===== src/rtl/tcb_img_loader_if.sv =====
// Pixel-stream, network-handshake and host-result bundle for tcb_img_loader.
// The slave modport is the loader's view; master is the host/network view.
interface tcb_img_loader_if #(
  parameter int unsigned PIX_NUM = 121,
  parameter int unsigned PIX_W   = 8,
  parameter int unsigned OUT_W   = 32
);
  logic [PIX_W-1:0]         pix_in;
  logic                     pix_valid;
  logic                     pix_last;
  logic                     pix_ready;
  logic [PIX_NUM*PIX_W-1:0] img_out;
  logic                     valid_top;
  logic                     ready_top;
  logic [OUT_W-1:0]         number_in;
  logic [OUT_W-1:0]         result;
  logic                     result_valid;
  logic                     err_len;

  modport master (
    output pix_in, pix_valid, pix_last, ready_top, number_in,
    input  pix_ready, img_out, valid_top, result, result_valid, err_len
  );

  modport slave (
    input  pix_in, pix_valid, pix_last, ready_top, number_in,
    output pix_ready, img_out, valid_top, result, result_valid, err_len
  );
endinterface


===== src/rtl/tcb_img_loader.sv =====
// Packs a serial pixel stream into the flat image bus, fires the TCB network and
// registers its prediction. Optional WAIT timeout enabled by TCB_LOADER_TIMEOUT_EN.
module tcb_img_loader #(
  parameter int unsigned PIX_NUM     = 121,
  parameter int unsigned PIX_W       = 8,
  parameter int unsigned OUT_W       = 32,
  parameter int unsigned TIMEOUT_CYC = 4096
) (
  input  logic            clk,
  input  logic            rst,
  tcb_img_loader_if.slave bus
);

  localparam int unsigned CNT_W    = $clog2(PIX_NUM);
  localparam int unsigned IMG_W    = PIX_NUM * PIX_W;
  localparam logic [CNT_W-1:0] LAST_IDX = CNT_W'(PIX_NUM - 1);

  typedef enum logic [1:0] {
    ST_LOAD = 2'd0,
    ST_FIRE = 2'd1,
    ST_WAIT = 2'd2
  } state_e;

  if (TIMEOUT_CYC < 2) begin : g_bad_timeout
    $error("TIMEOUT_CYC must be at least 2");
  end

  state_e             state_q, state_d;
  logic [CNT_W-1:0]   cnt_q, cnt_d;
  logic [IMG_W-1:0]   img_q, img_d;
  logic [OUT_W-1:0]   result_q, result_d;
  logic               valid_top_q, valid_top_d;
  logic               result_valid_q, result_valid_d;
  logic               err_len_q, err_len_d;
  logic               beat_c;
  logic               timeout_c;

  assign bus.pix_ready    = rst && (state_q == ST_LOAD);
  assign beat_c           = bus.pix_valid && bus.pix_ready;
  assign bus.img_out      = img_q;
  assign bus.valid_top    = valid_top_q;
  assign bus.result       = result_q;
  assign bus.result_valid = result_valid_q;
  assign bus.err_len      = err_len_q;

`ifdef TCB_LOADER_TIMEOUT_EN
  localparam int unsigned WCNT_W = $clog2(TIMEOUT_CYC);

  logic [WCNT_W-1:0] wcnt_q, wcnt_d;

  // Counts WAIT cycles; zero whenever outside WAIT so entry always starts at 0.
  always_comb begin
    wcnt_d = '0;
    if (state_q == ST_WAIT) begin
      wcnt_d = wcnt_q + WCNT_W'(1);
    end
  end

  always_ff @(posedge clk or negedge rst) begin
    if (!rst) begin
      wcnt_q <= '0;
    end else begin
      wcnt_q <= wcnt_d;
    end
  end

  assign timeout_c = (state_q == ST_WAIT) && !bus.ready_top &&
                     (wcnt_q == WCNT_W'(TIMEOUT_CYC - 1));
`else
  assign timeout_c = 1'b0;
`endif

  always_ff @(posedge clk or negedge rst) begin
    if (!rst) begin
      state_q <= ST_LOAD;
    end else begin
      state_q <= state_d;
    end
  end

  always_comb begin
    state_d = state_q;
    unique case (state_q)
      ST_LOAD: if (beat_c && (cnt_q == LAST_IDX)) state_d = ST_FIRE;
      ST_FIRE: state_d = ST_WAIT;
      ST_WAIT: if (bus.ready_top || timeout_c) state_d = ST_LOAD;
      default: state_d = ST_LOAD;
    endcase
  end

  // Pulses are computed one cycle early so they line up with the state they announce.
  always_comb begin
    cnt_d          = cnt_q;
    img_d          = img_q;
    result_d       = result_q;
    valid_top_d    = 1'b0;
    result_valid_d = 1'b0;
    err_len_d      = 1'b0;
    unique case (state_q)
      ST_LOAD: begin
        if (beat_c) begin
          for (int unsigned k = 0; k < PIX_NUM; k++) begin
            if (cnt_q == CNT_W'(k)) img_d[k*PIX_W +: PIX_W] = bus.pix_in;
          end
          if (cnt_q == LAST_IDX) begin
            cnt_d       = '0;
            valid_top_d = 1'b1;
            err_len_d   = !bus.pix_last;
          end else if (bus.pix_last) begin
            cnt_d     = '0;
            err_len_d = 1'b1;
          end else begin
            cnt_d = cnt_q + CNT_W'(1);
          end
        end
      end
      ST_WAIT: begin
        if (bus.ready_top) begin
          result_d       = bus.number_in;
          result_valid_d = 1'b1;
        end else if (timeout_c) begin
          result_d       = '1;
          result_valid_d = 1'b1;
          err_len_d      = 1'b1;
        end
      end
      default: ;
    endcase
  end

  always_ff @(posedge clk or negedge rst) begin
    if (!rst) begin
      cnt_q          <= '0;
      img_q          <= '0;
      result_q       <= '0;
      valid_top_q    <= 1'b0;
      result_valid_q <= 1'b0;
      err_len_q      <= 1'b0;
    end else begin
      cnt_q          <= cnt_d;
      img_q          <= img_d;
      result_q       <= result_d;
      valid_top_q    <= valid_top_d;
      result_valid_q <= result_valid_d;
      err_len_q      <= err_len_d;
    end
  end

endmodule


===== src/flat_wrapper.sv =====
// flat-port wrapper written by rule: the top's interface ports become plain ports
module tcb_img_loader_flat 
#(
  parameter int unsigned PIX_NUM     = 121,
  parameter int unsigned PIX_W       = 8,
  parameter int unsigned OUT_W       = 32,
  parameter int unsigned TIMEOUT_CYC = 4096
)
  (clk, rst, bus_pix_in, bus_pix_valid, bus_pix_last, bus_ready_top, bus_number_in, bus_pix_ready, bus_img_out, bus_valid_top, bus_result, bus_result_valid, bus_err_len);
  tcb_img_loader_if #(.PIX_NUM(PIX_NUM), .PIX_W(PIX_W), .OUT_W(OUT_W)) bus_i ();
  input  logic clk;
  input  logic rst;
  input wire logic [$bits(bus_i.pix_in)-1:0] bus_pix_in;
  input wire logic [$bits(bus_i.pix_valid)-1:0] bus_pix_valid;
  input wire logic [$bits(bus_i.pix_last)-1:0] bus_pix_last;
  input wire logic [$bits(bus_i.ready_top)-1:0] bus_ready_top;
  input wire logic [$bits(bus_i.number_in)-1:0] bus_number_in;
  output wire logic [$bits(bus_i.pix_ready)-1:0] bus_pix_ready;
  output wire logic [$bits(bus_i.img_out)-1:0] bus_img_out;
  output wire logic [$bits(bus_i.valid_top)-1:0] bus_valid_top;
  output wire logic [$bits(bus_i.result)-1:0] bus_result;
  output wire logic [$bits(bus_i.result_valid)-1:0] bus_result_valid;
  output wire logic [$bits(bus_i.err_len)-1:0] bus_err_len;
  assign bus_i.pix_in = bus_pix_in;
  assign bus_i.pix_valid = bus_pix_valid;
  assign bus_i.pix_last = bus_pix_last;
  assign bus_i.ready_top = bus_ready_top;
  assign bus_i.number_in = bus_number_in;
  assign bus_pix_ready = bus_i.pix_ready;
  assign bus_img_out = bus_i.img_out;
  assign bus_valid_top = bus_i.valid_top;
  assign bus_result = bus_i.result;
  assign bus_result_valid = bus_i.result_valid;
  assign bus_err_len = bus_i.err_len;
  tcb_img_loader #(.PIX_NUM(PIX_NUM), .PIX_W(PIX_W), .OUT_W(OUT_W), .TIMEOUT_CYC(TIMEOUT_CYC)) u_core (.clk(clk), .rst(rst), .bus(bus_i));
endmodule

===== config.mk =====
export PLATFORM = sky130hd
export DESIGN_NAME = tcb_img_loader_flat
export DESIGN_NICKNAME = d
export VERILOG_FILES = /design/src/rtl/tcb_img_loader_if.sv /design/src/rtl/tcb_img_loader.sv /design/src/flat_wrapper.sv
export SDC_FILE = /design/constraint.sdc
export NUM_CORES = 1
export LEC_CHECK = 0
export BUFFER_PORTS_ARGS = -buffer_cell sky130_fd_sc_hd__buf_2
export CAP_MARGIN = 20
export CORE_MARGIN = 4
export CORE_UTILIZATION = 25
export DETAILED_ROUTE_END_ITERATION = 16
export PLACE_DENSITY = 0.41
export SETUP_SLACK_MARGIN = 0.5
export SLEW_MARGIN = 10
export SYNTH_ARGS = -nofsm -noshare
export SYNTH_HDL_FRONTEND = slang
export SYNTH_SLANG_ARGS = --single-unit

===== constraint.sdc =====
create_clock -name clk -period 5.9 [get_ports clk]
set_clock_uncertainty 0.15 [all_clocks]
set_input_delay 0.295 -clock clk [delete_from_list [all_inputs] [get_ports clk]]
set_output_delay 0.295 -clock clk [all_outputs]
set_load 0.005 [all_outputs]

## Word level (Yosys, flattened, before mapping)

Index checks and enable logic that the tools add are counted.

- Register bits: 1012
- Output and inout port bits: 1004
- Word-level logic and storage cells: 396

- Add/sub/neg operators: 1
- Eq/ne operators: 124
- Mux-type cells: 14
- Reductions and logical operators: 130

Operators by type and width:

| cell | count |
|---|---|
| equality test 7 bit, second input constant | 57 |
| AND reduction 3 bit | 121 |
| equality test 7 x 6 -> 1 bit, second input constant | 32 |
| equality test 7 x 5 -> 1 bit, second input constant | 16 |
| equality test 7 x 4 -> 1 bit, second input constant | 8 |
| equality test 7 x 3 -> 1 bit, second input constant | 4 |
| equality test 7 x 2 -> 1 bit, second input constant | 2 |
| two-way mux 7 bit | 2 |
| two-way mux 1 bit | 9 |
| adder 7 x 1 -> 7 bit, second input constant | 1 |
| equality test 7 x 1 -> 1 bit, second input constant | 1 |
| zero test 7 bit | 1 |
| one-hot mux 2 bit (3 select lines) | 1 |
| AND reduction 2 bit | 3 |
| two-way mux 2 bit | 2 |
| inequality test 2 bit, second input constant | 2 |
| logical AND 1 bit | 3 |
| equality test 2 x 1 -> 1 bit, second input constant | 1 |
| equality test 2 bit, second input constant | 1 |
| zero test 2 bit | 1 |
| zero test 1 bit | 1 |

## Longest topological paths before layout

- Depth after elaboration: 6
- Mapped depth: 8
- Depth with buffers taken out: 5

## Worst setup path after synthesis

No wires, ideal clock.

- Path kind: reg-to-reg
- Start point: register u_core.cnt_q[0]
- End point: register u_core.img_q[704], in the netlist u_core.bus.img_out[704]
- Setup time: 0.125 ns
- Arrival time: 1.861 ns
- Required time: 5.625 ns
- Setup slack: 3.764 ns
- Cell stages (with the launch flop): 9
- Cells stage by stage: dfrtp_1 inv_1 ha_1 clkbuf_1 and3b_1 clkbuf_1 and4_1 buf_2 mux2_2

- Cells in the longest elaborated chain, start to end: 2

RTL lines:

| what | line | source |
|---|---|---|
| start: declaration | tcb_img_loader.sv:29 | `logic [CNT_W-1:0] cnt_q, cnt_d;` |
| start signal: assignment | tcb_img_loader.sv:140 | `cnt_q <= cnt_d;` |
| equality test 7 bit | tcb_img_loader.sv:103 | `if (cnt_q == CNT_W'(k)) img_d[k*PIX_W +: PIX_W] = bus.pix_in;` |
| AND reduction 3 bit (no line) | -- |  |
| end signal: assignment | tcb_img_loader.sv:141 | `img_q <= img_d;` |
| end: declaration | tcb_img_loader.sv:30 | `logic [IMG_W-1:0] img_q, img_d;` |

No other way between the ends.
A chain may end at the register's enable or synchronous reset.

## Worst setup path after layout

- Start point: input rst
- End point: register u_core.img_q[321], in the netlist u_core.bus.img_out[321]

- Cells in the longest elaborated chain, start to end: 3

RTL lines:

| what | line | source |
|---|---|---|
| start: declaration | flat_wrapper.sv:12 | `input logic rst;` |
| logical AND 1 bit | tcb_img_loader.sv:38 | `assign bus.pix_ready = rst && (state_q == ST_LOAD);` |
| logical AND 1 bit | tcb_img_loader.sv:39 | `assign beat_c = bus.pix_valid && bus.pix_ready;` |
| AND reduction 3 bit (no line) | -- |  |

No other way between the ends.

==> reports/results.ini <==
[status]
outcome = completed

[drt]
via_per_inst = 4.458
drtAntennaViolNets = 0
drtIter0Drc = 1029
dr.pass1.iters = 4
wl_per_cell_um = 28.24
drt-total-wl_um = 158300
drc = 0
vias = 24996

[critical_path]
cp-end-kind = flip-flop
ff2ff_path_depth = 5
worstPathArrival_ps = 4320
r2r_setup_slack_ps = 2520
crit_required_ps = 6360
cp-endpoint = u_core.bus.img_out[321]
r2r_end = u_core.bus.img_out[452]
worstSetupStartpointType = primary input
cp_max_fo = 48
timing.rr.start = u_core.cnt_q[0]
startpoint = rst
worstSetupPathType = in -> reg

[synth]
ys_top_cells_by_count = dfrtp_1, mux2_2, clkbuf_1, nand4_2, buf_2
ys_top_cells_by_area = dfrtp_1, mux2_2, nand4_2
synth.most_common_cell = dfrtp_1
yosysWarnings = 0
syn-mean-instance-area_um2 = 16.57
yosys.area.top_type = dfrtp_1
syn_nets = 2437
ys_async_sr_fraction = 1.000
synth.ff_latch_count = 1012
synth.distinct_cells = 48
ys_seq_area_frac = 0.6400
synthFlopType = dfrtp_1
synth_cells = 2388
synth_top_cell_area_share = 0.6400
syn_area_um2 = 39570
synth_edf_count = 0

[placement]
dp.final_hpwl_um = 109700
placed_area_um2 = 47050
dp.cells = 5355
finalWeightedCongestion = 0.7340
portBuffers = 1048

[clock_network]
htreeDepth = 3
cts_buffer_depth = 3
cts.sinks = 1012
clkTransAtPathRegs_ps = 60
cts_tree = done
clock-root-buffer = clkbuf_16
numCtsBuffers = 117
worstSkewPairLatency_ps = 730

[global_routing]
grt_pass1_vias = 26336
antenna_found_initial = 7
gr-usage-all-layers = 0.1875
grt_max_degree = 150
grt_pass1_wl_um = 219500
overflow = 0

[cells_and_area]
nets = 3509
fin_cells = 5607
final_util = 0.3281
syn_to_final_growth_pct = 29.98
drive_above_1_share = 0.6776
stdcell_area_um2 = 51440

[floorplan]
ioPinCount = 1049
die_h_um = 405.8
rows = 145
die_w_um = 405.8
initial_core_util = 0.2524
dieArea_um2 = 164700
core_area_um2 = 156800

[pwr]
pwr_density_cell_nw_per_um2 = 310.5
p_leak_nw = 29.47
peakVddDrop_mv = 0.2197

[timing]
slew_violations = 0
worstMarginPinSlew_ps = 1091
min_period_ps = 3859
finalHoldViolations = 0
rsz0062_at_grt = false
setup-tns-final_ps = 0
setup_viol = 0
finalCritPeriodShare = 0.6541
slew_headroom = 0.2727
max_freq_mhz = 259.1

[job]
maxCapViolations = 0

[min_path]
min_path_type = in -> reg
hold_depth = 2

worst max-delay path, cell delays in order:
cell and delay (ps):
dlygate4sd3_1 520, dlygate4sd3_1 580, buf_8 200, buf_4 570, nand4bb_1 790, nor4b_4 920, mux2_2 400
layer usage:
metal	wire (µm)	vias up	global-route usage
met3	13080	194	0.06724
li1	-	10759	-
met1	64190	13236	0.2281
met5	13	-	0
met4	5076	2	0.05521
met2	75990	805	0.3119
report_power, final:
group | total, W | switching, W | internal [W]
Sequential | 0.00733 | 0.000137 | 0.00719
Combinational | 0.00123 | 0.000796 | 0.000438
Clock | 0.00741 | 0.00306 | 0.00435
metrics by stage:
| stage | setup WS [ps] | power [W] | hold slack [ps] |
|---|---|---|---|
| after global placement | 2181 | 0.008716 | 72.06 |
| after detailed placement | 2151 | 0.008719 | 70.05 |
| after CTS | 2041 | 0.01628 | 73.30 |
| after global routing | 1747 | 0.01664 | 90.89 |
| final | 2041 | 0.01597 | 119.0 |
| after floorplan | 3764 | 0.007897 | -150.6 |
cell type report:
type / count / area (µm²)
diodes: 4 / 10.01
well taps: 2058 / 2575
fillers: 15763 / 105300
repair buffers: 1128 / 6143
multi-input cells: 1197 / 13470
flip-flops and latches: 1012 / 25330
clock buffers: 164 / 3354
inverters: 4 / 15.01
clock inverters: 40 / 546.8
state kept, by name, indices dropped and copies added (netlist names):
signal / count
u_core.bus.result_valid: 1
u_core.cnt_q: 7
u_core.bus.err_len: 1
u_core.bus.result: 32
u_core.bus.img_out: 968
u_core.state_q: 2
u_core.bus.valid_top: 1
placed cells by master, fill, tap and decap left out, types with 5 or more instances in the layout:
cell type	Yosys	routed
a22oi_1	5	5
buf_12	0	11
buf_2	27	1039
buf_4	12	34
bufinv_16	0	9
clkbuf_1	121	22
clkbuf_16	0	117
clkbuf_8	0	25
clkinv_2	0	20
dfrtp_1	1012	1011
dlygate4sd3_1	0	41
mux2_2	997	997
nand2_1	5	5
nand4_2	112	112
nor2b_1	8	5
o21ai_0	5	5
timing repair:
item | CTS | global route
endpoints found under the hold margin | 562 | 0
buffers inserted | 0 | 0
hold buffers | 42 | 0
resized for setup | 0 | 0
worst min-delay path by stage:
stage | from | to
2_1_floorplan | rst | u_core.bus.err_len
3_5_place_dp | rst | u_core.bus.img_out[372]
5_1_grt | bus_pix_in[3] | u_core.bus.img_out[635]
3_3_place_gp | rst | u_core.bus.img_out[328]
6_report | bus_pix_in[3] | u_core.bus.img_out[779]
4_1_cts | bus_pix_in[3] | u_core.bus.img_out[747]
kinds of logic (layout without fill, tap and decap cells):
logic type | Yosys count | in the layout | synth area share
flops | 1012 | 1012 | 0.6400
fa+ha+maj | 4 | 4 | 0.001265
compound gates | 15 | 15 | 0.002435
simple gates | 177 | 177 | 0.04974
buf+inv | 179 | 1336 | 0.02175
mux | 1001 | 1001 | 0.2848
other cells | 0 | 4 | 0
No activity file was read; power rests on OpenSTA's default activity.
